[src/rtl/uart_tx_pkg.sv]
// Shared types and constants for the UART transmit-request queue.
// Latency: n/a (declarations only).
// Backpressure: n/a (declarations only).
package uart_tx_pkg;

  // Handshake FSM encoding: wait for a free transmitter, then for busy to rise, then for busy to fall.
  typedef enum logic [1:0] {
    S_IDLE    = 2'b00,
    S_WAIT_HI = 2'b01,
    S_WAIT_LO = 2'b10
  } state_e;

  // Cycles allowed for the transmitter to raise busy after a pulse before the byte is abandoned.
  localparam int unsigned BUSY_TIMEOUT_DEF = 255;

  // Width of the busy-rise watchdog counter.
  localparam int unsigned TIMER_W = 8;

endpackage

[src/rtl/uart_tx_fifo_mem.sv]
// Circular byte store with read/write pointers, occupancy count and FULL/EMPTY decode.
// Latency: a push is visible in cnt_o/empty_o one cycle later; rd_dat_o is a combinational read of the head.
// Backpressure: a push into a full store is dropped (drop_o) unless a pop frees a slot in the same cycle.
module uart_tx_fifo_mem #(
  parameter int unsigned DATA_WIDTH = 8,
  parameter int unsigned DEPTH      = 8,
  parameter int unsigned PTR_W      = 3
) (
  input  logic                  clk_i,
  input  logic                  rst_i,
  input  logic                  push_i,
  input  logic [DATA_WIDTH-1:0] push_dat_i,
  input  logic                  pop_i,
  output logic [DATA_WIDTH-1:0] rd_dat_o,
  output logic                  full_o,
  output logic                  empty_o,
  output logic [PTR_W:0]        cnt_o,
  output logic                  drop_o
);

  localparam logic [PTR_W:0]   CNT_FULL = (PTR_W+1)'(DEPTH);
  localparam logic [PTR_W:0]   CNT_ONE  = (PTR_W+1)'(1);
  localparam logic [PTR_W-1:0] PTR_ONE  = PTR_W'(1);

  logic [DATA_WIDTH-1:0] mem_q [DEPTH];
  logic [PTR_W-1:0]      wr_ptr_q, wr_ptr_d;
  logic [PTR_W-1:0]      rd_ptr_q, rd_ptr_d;
  logic [PTR_W:0]        cnt_q, cnt_d;
  logic                  full;
  logic                  wr_en;

  // Status decode straight from the registered count; the count alone tells full from empty.
  assign full     = (cnt_q == CNT_FULL);
  assign full_o   = full;
  assign empty_o  = (cnt_q == '0);
  assign cnt_o    = cnt_q;
  assign rd_dat_o = mem_q[rd_ptr_q];

  // A pop in the same cycle frees the slot a push into a full store needs.
  assign wr_en  = push_i && (!full || pop_i);
  assign drop_o = push_i && full && !pop_i;

  // Next-state for pointers (silent wrap at DEPTH-1) and occupancy.
  always_comb begin
    wr_ptr_d = wr_ptr_q;
    rd_ptr_d = rd_ptr_q;
    cnt_d    = cnt_q;
    if (wr_en) begin
      wr_ptr_d = wr_ptr_q + PTR_ONE;
    end
    if (pop_i) begin
      rd_ptr_d = rd_ptr_q + PTR_ONE;
    end
    case ({wr_en, pop_i})
      2'b10:   cnt_d = cnt_q + CNT_ONE;
      2'b01:   cnt_d = cnt_q - CNT_ONE;
      default: cnt_d = cnt_q;
    endcase
  end

  // Pointer and count registers; reset empties the store without touching the array.
  always_ff @(posedge clk_i) begin
    if (rst_i) begin
      wr_ptr_q <= '0;
      rd_ptr_q <= '0;
      cnt_q    <= '0;
    end else begin
      wr_ptr_q <= wr_ptr_d;
      rd_ptr_q <= rd_ptr_d;
      cnt_q    <= cnt_d;
    end
  end

  // Storage write; contents are only meaningful between the pointers, so no reset is needed.
  always_ff @(posedge clk_i) begin
    if (wr_en) begin
      mem_q[wr_ptr_q] <= push_dat_i;
    end
  end

  a_no_pop_when_empty : assert property (@(posedge clk_i) disable iff (rst_i) pop_i |-> cnt_q != '0);
  a_cnt_bounded       : assert property (@(posedge clk_i) disable iff (rst_i) cnt_q <= CNT_FULL);

endmodule

[src/rtl/uart_tx_queue.sv]
// Buffers controller bytes and releases them one at a time to the UART TX data synchronizer.
// Latency: push into an empty idle queue at edge t -> EMPTY low after t, UART_TX_VLD pulse one cycle later.
// Backpressure: a byte leaves only when idle and UART_TX_Busy=0; pushes into a full queue are dropped, OVERFLOW sticks.
module uart_tx_queue
  import uart_tx_pkg::*;
#(
  parameter int unsigned DATA_WIDTH   = 8,
  parameter int unsigned DEPTH        = 8,
  parameter int unsigned PTR_W        = 3,
  parameter int unsigned BUSY_TIMEOUT = BUSY_TIMEOUT_DEF
) (
  input  logic                  CLK,
  input  logic                  RST,
  input  logic [DATA_WIDTH-1:0] WR_DATA,
  input  logic                  WR_VLD,
  input  logic                  UART_TX_Busy,
  output logic [DATA_WIDTH-1:0] UART_TX_DATA,
  output logic                  UART_TX_VLD,
  output logic                  FULL,
  output logic                  EMPTY,
  output logic [PTR_W:0]        FIFO_CNT,
  output logic                  OVERFLOW,
  output logic                  TIMEOUT
);

  // The watchdog gives up on the edge where the count would reach BUSY_TIMEOUT,
  // so TIMEOUT is seen exactly BUSY_TIMEOUT cycles after the pulse.
  localparam logic [TIMER_W-1:0] TMO_LAST  = TIMER_W'(BUSY_TIMEOUT - 1);
  localparam logic [TIMER_W-1:0] TIMER_ONE = TIMER_W'(1);

  state_e                state_q, state_d;
  logic [TIMER_W-1:0]    timer_q, timer_d;
  logic [DATA_WIDTH-1:0] tx_dat_q, tx_dat_d;
  logic                  tx_vld_q, tx_vld_d;
  logic                  tmo_q, tmo_d;
  logic                  ovf_q, ovf_d;

  logic                  pop;
  logic                  drop;
  logic                  fifo_full;
  logic                  fifo_empty;
  logic [PTR_W:0]        fifo_cnt;
  logic [DATA_WIDTH-1:0] head_dat;

  uart_tx_fifo_mem #(
    .DATA_WIDTH (DATA_WIDTH),
    .DEPTH      (DEPTH),
    .PTR_W      (PTR_W)
  ) u_fifo (
    .clk_i      (CLK),
    .rst_i      (RST),
    .push_i     (WR_VLD),
    .push_dat_i (WR_DATA),
    .pop_i      (pop),
    .rd_dat_o   (head_dat),
    .full_o     (fifo_full),
    .empty_o    (fifo_empty),
    .cnt_o      (fifo_cnt),
    .drop_o     (drop)
  );

  assign UART_TX_DATA = tx_dat_q;
  assign UART_TX_VLD  = tx_vld_q;
  assign FULL         = fifo_full;
  assign EMPTY        = fifo_empty;
  assign FIFO_CNT     = fifo_cnt;
  assign OVERFLOW     = ovf_q;
  assign TIMEOUT      = tmo_q;

  // Handshake FSM: issue a byte when the transmitter is free, then track busy rise and fall.
  always_comb begin
    state_d  = state_q;
    timer_d  = timer_q;
    tx_dat_d = tx_dat_q;
    tx_vld_d = 1'b0;
    tmo_d    = 1'b0;
    pop      = 1'b0;
    ovf_d    = ovf_q | drop;
    case (state_q)
      S_IDLE: begin
        // Busy still high here means a stale frame is finishing; hold off.
        if (!fifo_empty && !UART_TX_Busy) begin
          pop      = 1'b1;
          tx_dat_d = head_dat;
          tx_vld_d = 1'b1;
          timer_d  = '0;
          state_d  = S_WAIT_HI;
        end
      end
      S_WAIT_HI: begin
        if (UART_TX_Busy) begin
          timer_d = '0;
          state_d = S_WAIT_LO;
        end else if (timer_q == TMO_LAST) begin
          // Transmitter never took the byte: abandon it, no retry.
          timer_d = '0;
          tmo_d   = 1'b1;
          state_d = S_IDLE;
        end else begin
          timer_d = timer_q + TIMER_ONE;
        end
      end
      S_WAIT_LO: begin
        if (!UART_TX_Busy) begin
          state_d = S_IDLE;
        end
      end
      default: begin
        state_d = S_IDLE;
      end
    endcase
  end

  // State, watchdog and output registers; reset also discards any in-flight byte.
  always_ff @(posedge CLK) begin
    if (RST) begin
      state_q  <= S_IDLE;
      timer_q  <= '0;
      tx_dat_q <= '0;
      tx_vld_q <= 1'b0;
      tmo_q    <= 1'b0;
      ovf_q    <= 1'b0;
    end else begin
      state_q  <= state_d;
      timer_q  <= timer_d;
      tx_dat_q <= tx_dat_d;
      tx_vld_q <= tx_vld_d;
      tmo_q    <= tmo_d;
      ovf_q    <= ovf_d;
    end
  end

  a_vld_single_cycle : assert property (@(posedge CLK) disable iff (RST) tx_vld_q |=> !tx_vld_q);
  a_data_only_on_pop : assert property (@(posedge CLK) disable iff (RST) !pop |=> $stable(tx_dat_q));

endmodule
[config.mk]
export PLATFORM = sky130hd
export DESIGN_NAME = uart_tx_queue
export DESIGN_NICKNAME = d
export VERILOG_FILES = /design/src/rtl/uart_tx_pkg.sv /design/src/rtl/uart_tx_fifo_mem.sv /design/src/rtl/uart_tx_queue.sv
export SDC_FILE = /design/constraint.sdc
export NUM_CORES = 1
export LEC_CHECK = 0
export BUFFER_PORTS_ARGS = -buffer_cell sky130_fd_sc_hd__buf_2
export CAP_MARGIN = 20
export CELL_PAD_IN_SITES_DETAIL_PLACEMENT = 2
export CELL_PAD_IN_SITES_GLOBAL_PLACEMENT = 2
export CORE_UTILIZATION = 43
export DETAILED_ROUTE_END_ITERATION = 16
export MAX_ROUTING_LAYER = met4
export PLACE_DENSITY = 0.8
export SYNTH_ARGS = -nofsm -noshare
export SYNTH_HDL_FRONTEND = slang
export SYNTH_SLANG_ARGS = --single-unit
[constraint.sdc]
create_clock -name CLK -period 3.45 [get_ports CLK]
set_input_delay 0.69 -clock CLK [delete_from_list [all_inputs] [get_ports CLK]]
set_output_delay 0.69 -clock CLK [all_outputs]
set_load 0.01 [all_outputs]
# After elaboration in Yosys (flattened, before gate mapping)
# Memories as Yosys holds them, arrays and structs flattened. A register that Yosys moved wholly into a read port is not among the register bits.
# Cells that the tools add are included.
# W data, S select, Z words.
# classes
n_bitwise,2
reduce_logical,17
magnitude_cmp,0
n_eq_ne,9
n_addsub,5
mux,15
n_shift,0
div_mod_pow,0
multipliers,0
# op_table
cell,count
$mux W8,3
$pmux W8 S2,1
$add A8 B1 Y8 const B,1
$eq A8 B8 Y1 const B,1
$mux W2,4
$pmux W4 S2,1
$add A3 B1 Y3 const B,2
$pmux W2 S3,1
$mux W1,5
$add A4 B1 Y4 const B,1
$eq A2 B1 Y1 const B,2
$eq A2 B2 Y1 const B,2
$eq A4 B4 Y1 const B,1
$logic_and A1 B1 Y1,4
$logic_not A1 Y1,4
$logic_not A4 Y1,1
$ne A2 B2 Y1 const B,2
$reduce_and A2 Y1,2
$reduce_bool A2 Y1,2
$sub A4 B1 Y4 const B,1
$ne A3 B3 Y1 const B,1
$reduce_and A3 Y1,1
$reduce_or A3 Y1,1
$logic_not A2 Y1,1
other kinds (3),3
# word_totals
mem_bits_rw,64
rom_bits,0
wordCells,57
out_inout_bits,17
memories,1
reg_bits,23
latchBits,0
input_bits,12
# mem_list
memory,words,word_bits,read_ports,rd_ports_with_merged_regs,wr,line,text
u_fifo.mem_q,8,8,1,1,1,uart_tx_fifo_mem.sv:25,logic [DATA_WIDTH-1:0] mem_q [DEPTH];

# Depth between registers and ports, before layout
# logic_depth
ltp_word,9
depth_mapped,12
ltp_nobuf,10

# Hierarchy
# Synthesis repeated with hierarchy kept, for this count alone.
# hier_totals
cells_unflattened,267
hier_area_um2,4071.4
# modules_own_cells
mod,seq_area_each_um2,instances,cells_per_inst,area_per_inst_um2
uart_tx_fifo_mem,2182.1,1,172,3158.0
uart_tx_queue,420.4,1,95,913.4

# Worst setup path after synthesis
# OpenSTA, ideal clock, no wires.
# synth_timing
path_kind,input-to-reg
from,in UART_TX_Busy
to,reg u_fifo.cnt_q[3] (netlist: u_fifo.cnt_o[3])
t_required_ps,3329
arrival_time_ps,2628
slack_ps,701
setup_time_ps,121
n_path_buf,1
stages,8
cell_sequence,nor3_2 nand2_2 inv_2 buf_4 ha_1 or3_1 o32ai_1 mux2_2
# synth_between
elab_chain_len,8
elab_cells_between_ends,10
cone_classes,eq/ne: 2; mux: 3; reduce/logical: 5
# synth_rtl
item,line,text
"start, declared",uart_tx_queue.sv:16,"input logic UART_TX_Busy,"
$logic_not A1 Y1 *,-,
$logic_and A1 B1 Y1 *,uart_tx_queue.sv:82,if (!fifo_empty && !UART_TX_Busy) begin
$mux W1 *,uart_tx_queue.sv:82,
$mux W1 *,uart_tx_queue.sv:79,case (state_q)
via pop,uart_tx_queue.sv:38,logic pop;
$logic_or A1 B1 Y1,uart_tx_fifo_mem.sv:40,assign wr_en = push_i && (!full || pop_i);
$logic_and A1 B1 Y1,uart_tx_fifo_mem.sv:40,
$eq A2 B1 Y1 / $eq A2 B2 Y1 (equally long branches),uart_tx_fifo_mem.sv:54,"case ({wr_en, pop_i})"
$pmux W4 S2 / $reduce_bool A2 Y1 (equally long branches),-,
"end signal, assigned",uart_tx_fifo_mem.sv:70,cnt_q <= cnt_d;
"end, declared",uart_tx_fifo_mem.sv:28,"logic [PTR_W:0] cnt_q, cnt_d;"
# Mark *: on every way through the listed nets, which the timed path passes. The rest lies on a longest branch.
# A chain may end at the register's enable or synchronous reset.

# Worst setup path after layout
# layout_timing
from,reg u_fifo.cnt_q[0] (netlist: u_fifo.cnt_o[0])
to,reg u_fifo.cnt_q[2] (netlist: u_fifo.cnt_o[2])
# layout_between
elab_chain_len,9
elab_cells_between_ends,15
cone_classes,add/sub: 2; eq/ne: 3; mux: 3; reduce/logical: 7
# layout_rtl
item,line,text
$logic_not A4 Y1,uart_tx_fifo_mem.sv:35,assign empty_o = (cnt_q == '0);
$logic_not A1 Y1,uart_tx_queue.sv:82,
$logic_and A1 B1 Y1,uart_tx_queue.sv:82,
$mux W1,uart_tx_queue.sv:82,
$mux W1,uart_tx_queue.sv:79,
$logic_or A1 B1 Y1,uart_tx_fifo_mem.sv:40,
$logic_and A1 B1 Y1,uart_tx_fifo_mem.sv:40,
$eq A2 B1 Y1 / $eq A2 B2 Y1 (equally long branches),uart_tx_fifo_mem.sv:54,
$pmux W4 S2 / $reduce_bool A2 Y1 (equally long branches),-,
# Parallel ways exist; a longest one is shown, timed or not.

==> out/qor_table.md <==
| Quantity | Value |
| --- | --- |
| Count of state elements after synthesis | 95 |
| Number of diodes | 0 |
| Worst Max-Slew Pin Slew | 1.02 ns |
| Biggest area consumer among synthesized cells | sky130_fd_sc_hd__edfxtp_1 |
| Die area | 9320 um2 |
| Clock period minus worst slack | 2.96 ns |
| Top achievable clock speed | 0.338 GHz |
| Startpoint of the lowest-slack hold path | OVERFLOW$_SDFF_PP0_ |
| Worst setup path startpoint | u_fifo.cnt_o[0]$_SDFFE_PP0P_ |
| Final slew viol count | 0 |
| Leading post-synthesis cells by cell area | sky130_fd_sc_hd__edfxtp_1, sky130_fd_sc_hd__dfxtp_1, sky130_fd_sc_hd__mux4_2 |
| Type of the worst setup path | flop to flop |
| Syn_nets | 281 |
| Antenna violations before repair | 0 |
| Sink Count | 95 |
| GRT Residual Overflow | 0 |
| CP Buf/Inv Count | 1 |
| Count of mapped cells out of synthesis | 262 |
| Final setup slack of the worst path | 0.493 ns |
| Final core occ | 0.497 |
| Gates resized, CTS repair | 0 |
| Number of vias per cell after detailed routing | 5.78 |
| Sort of element at the start of the critical path | flop |
| GRT Total Usage | 0.228 |
| Post-synth cell types | 50 |
| Core Footprint | 8680 um2 |
| Path class of the lowest-slack min-delay path | flop to flop |
| Seq/Total Area, Yosys | 0.662 |
| Max-cap viol count | 0 |
| Skew-Pair Late Insertion Delay | 0.37 ns |
| Commonest cells in the synthesized netlist | sky130_fd_sc_hd__edfxtp_1, sky130_fd_sc_hd__dfxtp_1, sky130_fd_sc_hd__nor2_1 |
| Die width | 96.5 um |
| Post-detail-place hpwl | 6380 um |
| Largest fanout on the critical path | 12 |
| Height of the chip | 96.5 um |
| TritonRoute pass-1 iters | 4 |
| Ports | 29 |
| Via count of the routed design | 2382 |
| Pre-CTS setup slack | 0.439 ns |
| Post-detailed-route DRC marker count | 0 |
| Static leakage power | 1.51 nW |
| Total of endpoints with negative setup slack in the final report | 0 |
| Netlist area before placement | 3840 um2 |
| Via count of the first global-routing pass | 2483 |
| Routed wire length per instance | 22.8 um |
| Wire length of the first global-routing pass | 14100 um |
| Worst reg2reg path startpoint | u_fifo.cnt_o[0]$_SDFFE_PP0P_ |
| Critical path capture point type | flop |
| Critical Path Slowest Stage Cell | sky130_fd_sc_hd__or4_1 |
| CTS hold repair buffers | 0 |
| Layout Skew | 0.0105 ns |
| Number of nets in the layout | 318 |
| Setup bufs post-CTS | 0 |
| Hold violation count in the final report | 0 |
| Post-route clock period utilization | 0.857 |
| Count of routing violations after the opening detailed-route iteration | 117 |
| R2R Setup Slk | 0.49 ns |
| Fraction of post-synthesis cell area in the top cell type by area | 0.500 |
| Max-slew headroom | 0.321 |
| Root buf cell | sky130_fd_sc_hd__clkbuf_8 |
| Outcome | complete, no violations |
| Clock input transition at the sequential cells of the worst setup and hold paths | 0.10 ns |
| Final ANT Viol Nets | 0 |
| Number of synthesized flops with an enable pin | 64 |
| Crit path arrival time | 3.26 ns |
| Layout cell share with drive strength beyond 1 | 0.253 |
| Pin count of the biggest net entering global routing | 30 |
| PD cells | 716 nW/um2 |
| Count of filler cells inserted in the layout | 826 |
| Ordered list of cells on the worst path | or4_1 > nand2_2 > inv_2 > ha_1 > xor2_1 > ha_1 > a21oi_1 > xor2_1 > or3_1 > a21oi_1 |
| Largest delay share family, worst path | simple AND/OR/NAND/NOR gates |
| Synthesis-to-finish area growth | 12.3% |
| Mean post-synth cell area | 14.7 um2 |
| Required @ worst endpoint | 3.75 ns |
| H-tree depth | 3 |
| Row Count | 34 |
| Share of flip-flops with an asynchronous set or reset after synthesis | 0 |
| CTS max path bufs | 2 |
| Min Hold Slack | 0.492 ns |
| Main synth FF type | sky130_fd_sc_hd__edfxtp_1 |
| Unrepaired setup endpoints after global routing | no |
| Final sum of negative setup slack | 0 ns |
| RD Place Congestion | 0.747 |
| TritonCTS clock tree | built |
| Number of buffers added by the clock tree synthesis step | 9 |
| Port buffer count | 28 |
| Most instantiated library cell after synthesis | sky130_fd_sc_hd__edfxtp_1 |
| Synth Warn # | 0 |
| Initial Util | 0.443 |
| Crit-path max cell delay | 0.75 ns |
| Peak VDD IR | 0.275 mV |
| Routed wire length | 9400 um |
## where the power goes
group          internal (W)  total, W  switching [W]
Sequential          0.00134   0.00149       0.000152
Combinational      0.000401  0.000890       0.000489
Clock              0.000279  0.000709       0.000430
## flip-flops by register name (all words and copies together), names as in the netlist
| register | cells |
|---|---|
| timer_q | 8 |
| UART_TX_VLD | 1 |
| OVERFLOW | 1 |
| u_fifo.wr_ptr_q | 3 |
| u_fifo.rd_ptr_q | 3 |
| state_q | 2 |
| TIMEOUT | 1 |
| u_fifo.mem_q | 64 |
| u_fifo.cnt_o | 4 |
| UART_TX_DATA | 8 |
## logic make-up (layout without fill, tap and decap cells)
kind of cell             Yosys count  in the layout  share of synthesized area
flip-flops                        95             95                      0.662
AND/OR/NAND/NOR                   80             80                      0.109
AO/OA/AOI/OAI                     34             34                     0.0609
multiplexers                      20             20                      0.105
buffers and inverters             17             59                     0.0202
XOR/XNOR                           9              9                     0.0205
adder cells (fa/ha/maj)            7              7                     0.0228
## metal layers
| metal | track usage | share of wire |
|---|---|---|
| met4 | 0.0748 | 0.016 |
| met3 | 0.0352 | 0.020 |
| met2 | 0.398 | 0.54 |
| met5 | - | 0 |
| met1 | 0.269 | 0.43 |
## cells in the final DEF, fill, tap and decap left out, types with 8 or more instances in the layout
cell type,n
sky130_fd_sc_hd__buf_4,8
sky130_fd_sc_hd__edfxtp_1,64
sky130_fd_sc_hd__buf_2,28
sky130_fd_sc_hd__o22ai_1,8
sky130_fd_sc_hd__clkbuf_8,9
sky130_fd_sc_hd__dfxtp_1,31
sky130_fd_sc_hd__nor2_1,26
sky130_fd_sc_hd__a21oi_1,9
sky130_fd_sc_hd__mux4_2,16
sky130_fd_sc_hd__nor3_1,12
sky130_fd_sc_hd__nand2_1,9
## stage by stage
step	area, um2	total power, W	std cells
6_report	4320	0.00309	412
5_1_grt	4320	0.00325	412
4_1_cts	4320	0.00312	412
3_5_place_dp	4130	0.00241	396
3_3_place_gp	4130	0.00235	396
2_1_floorplan	3840	0.00211	262
## path summary, 6_finish.rpt
kind                                  end  cells after the start
max          u_fifo.cnt_o[2]$_SDFFE_PP0P_                     10
min                   OVERFLOW$_SDFF_PP0_                      2
max reg2reg  u_fifo.cnt_o[2]$_SDFFE_PP0P_                     10
min reg2reg           OVERFLOW$_SDFF_PP0_                      2
## worst reg2reg max path, delay by kind of cell (launching register included)
family / cells / cell delay, ns
AO/OA/AOI/OAI: 2 / 0.30
XOR/XNOR: 2 / 0.27
adder cells (fa/ha/maj): 2 / 0.50
buffers and inverters: 1 / 0.15
flip-flops: 1 / 0.40
AND/OR/NAND/NOR: 3 / 1.28
## cell type report
cell class	count	area [um2]	share of cell area
well taps	108	135	0.0313
clock buffers	9	124	0.0287
inverters	7	26.3	0.00609
repair buffers	36	200	0.0464
clock inverters	7	66.3	0.0154
flip-flops and latches	95	2540	0.589
multi-input cells	150	1220	0.283
No activity file was read; power rests on OpenSTA's default activity.
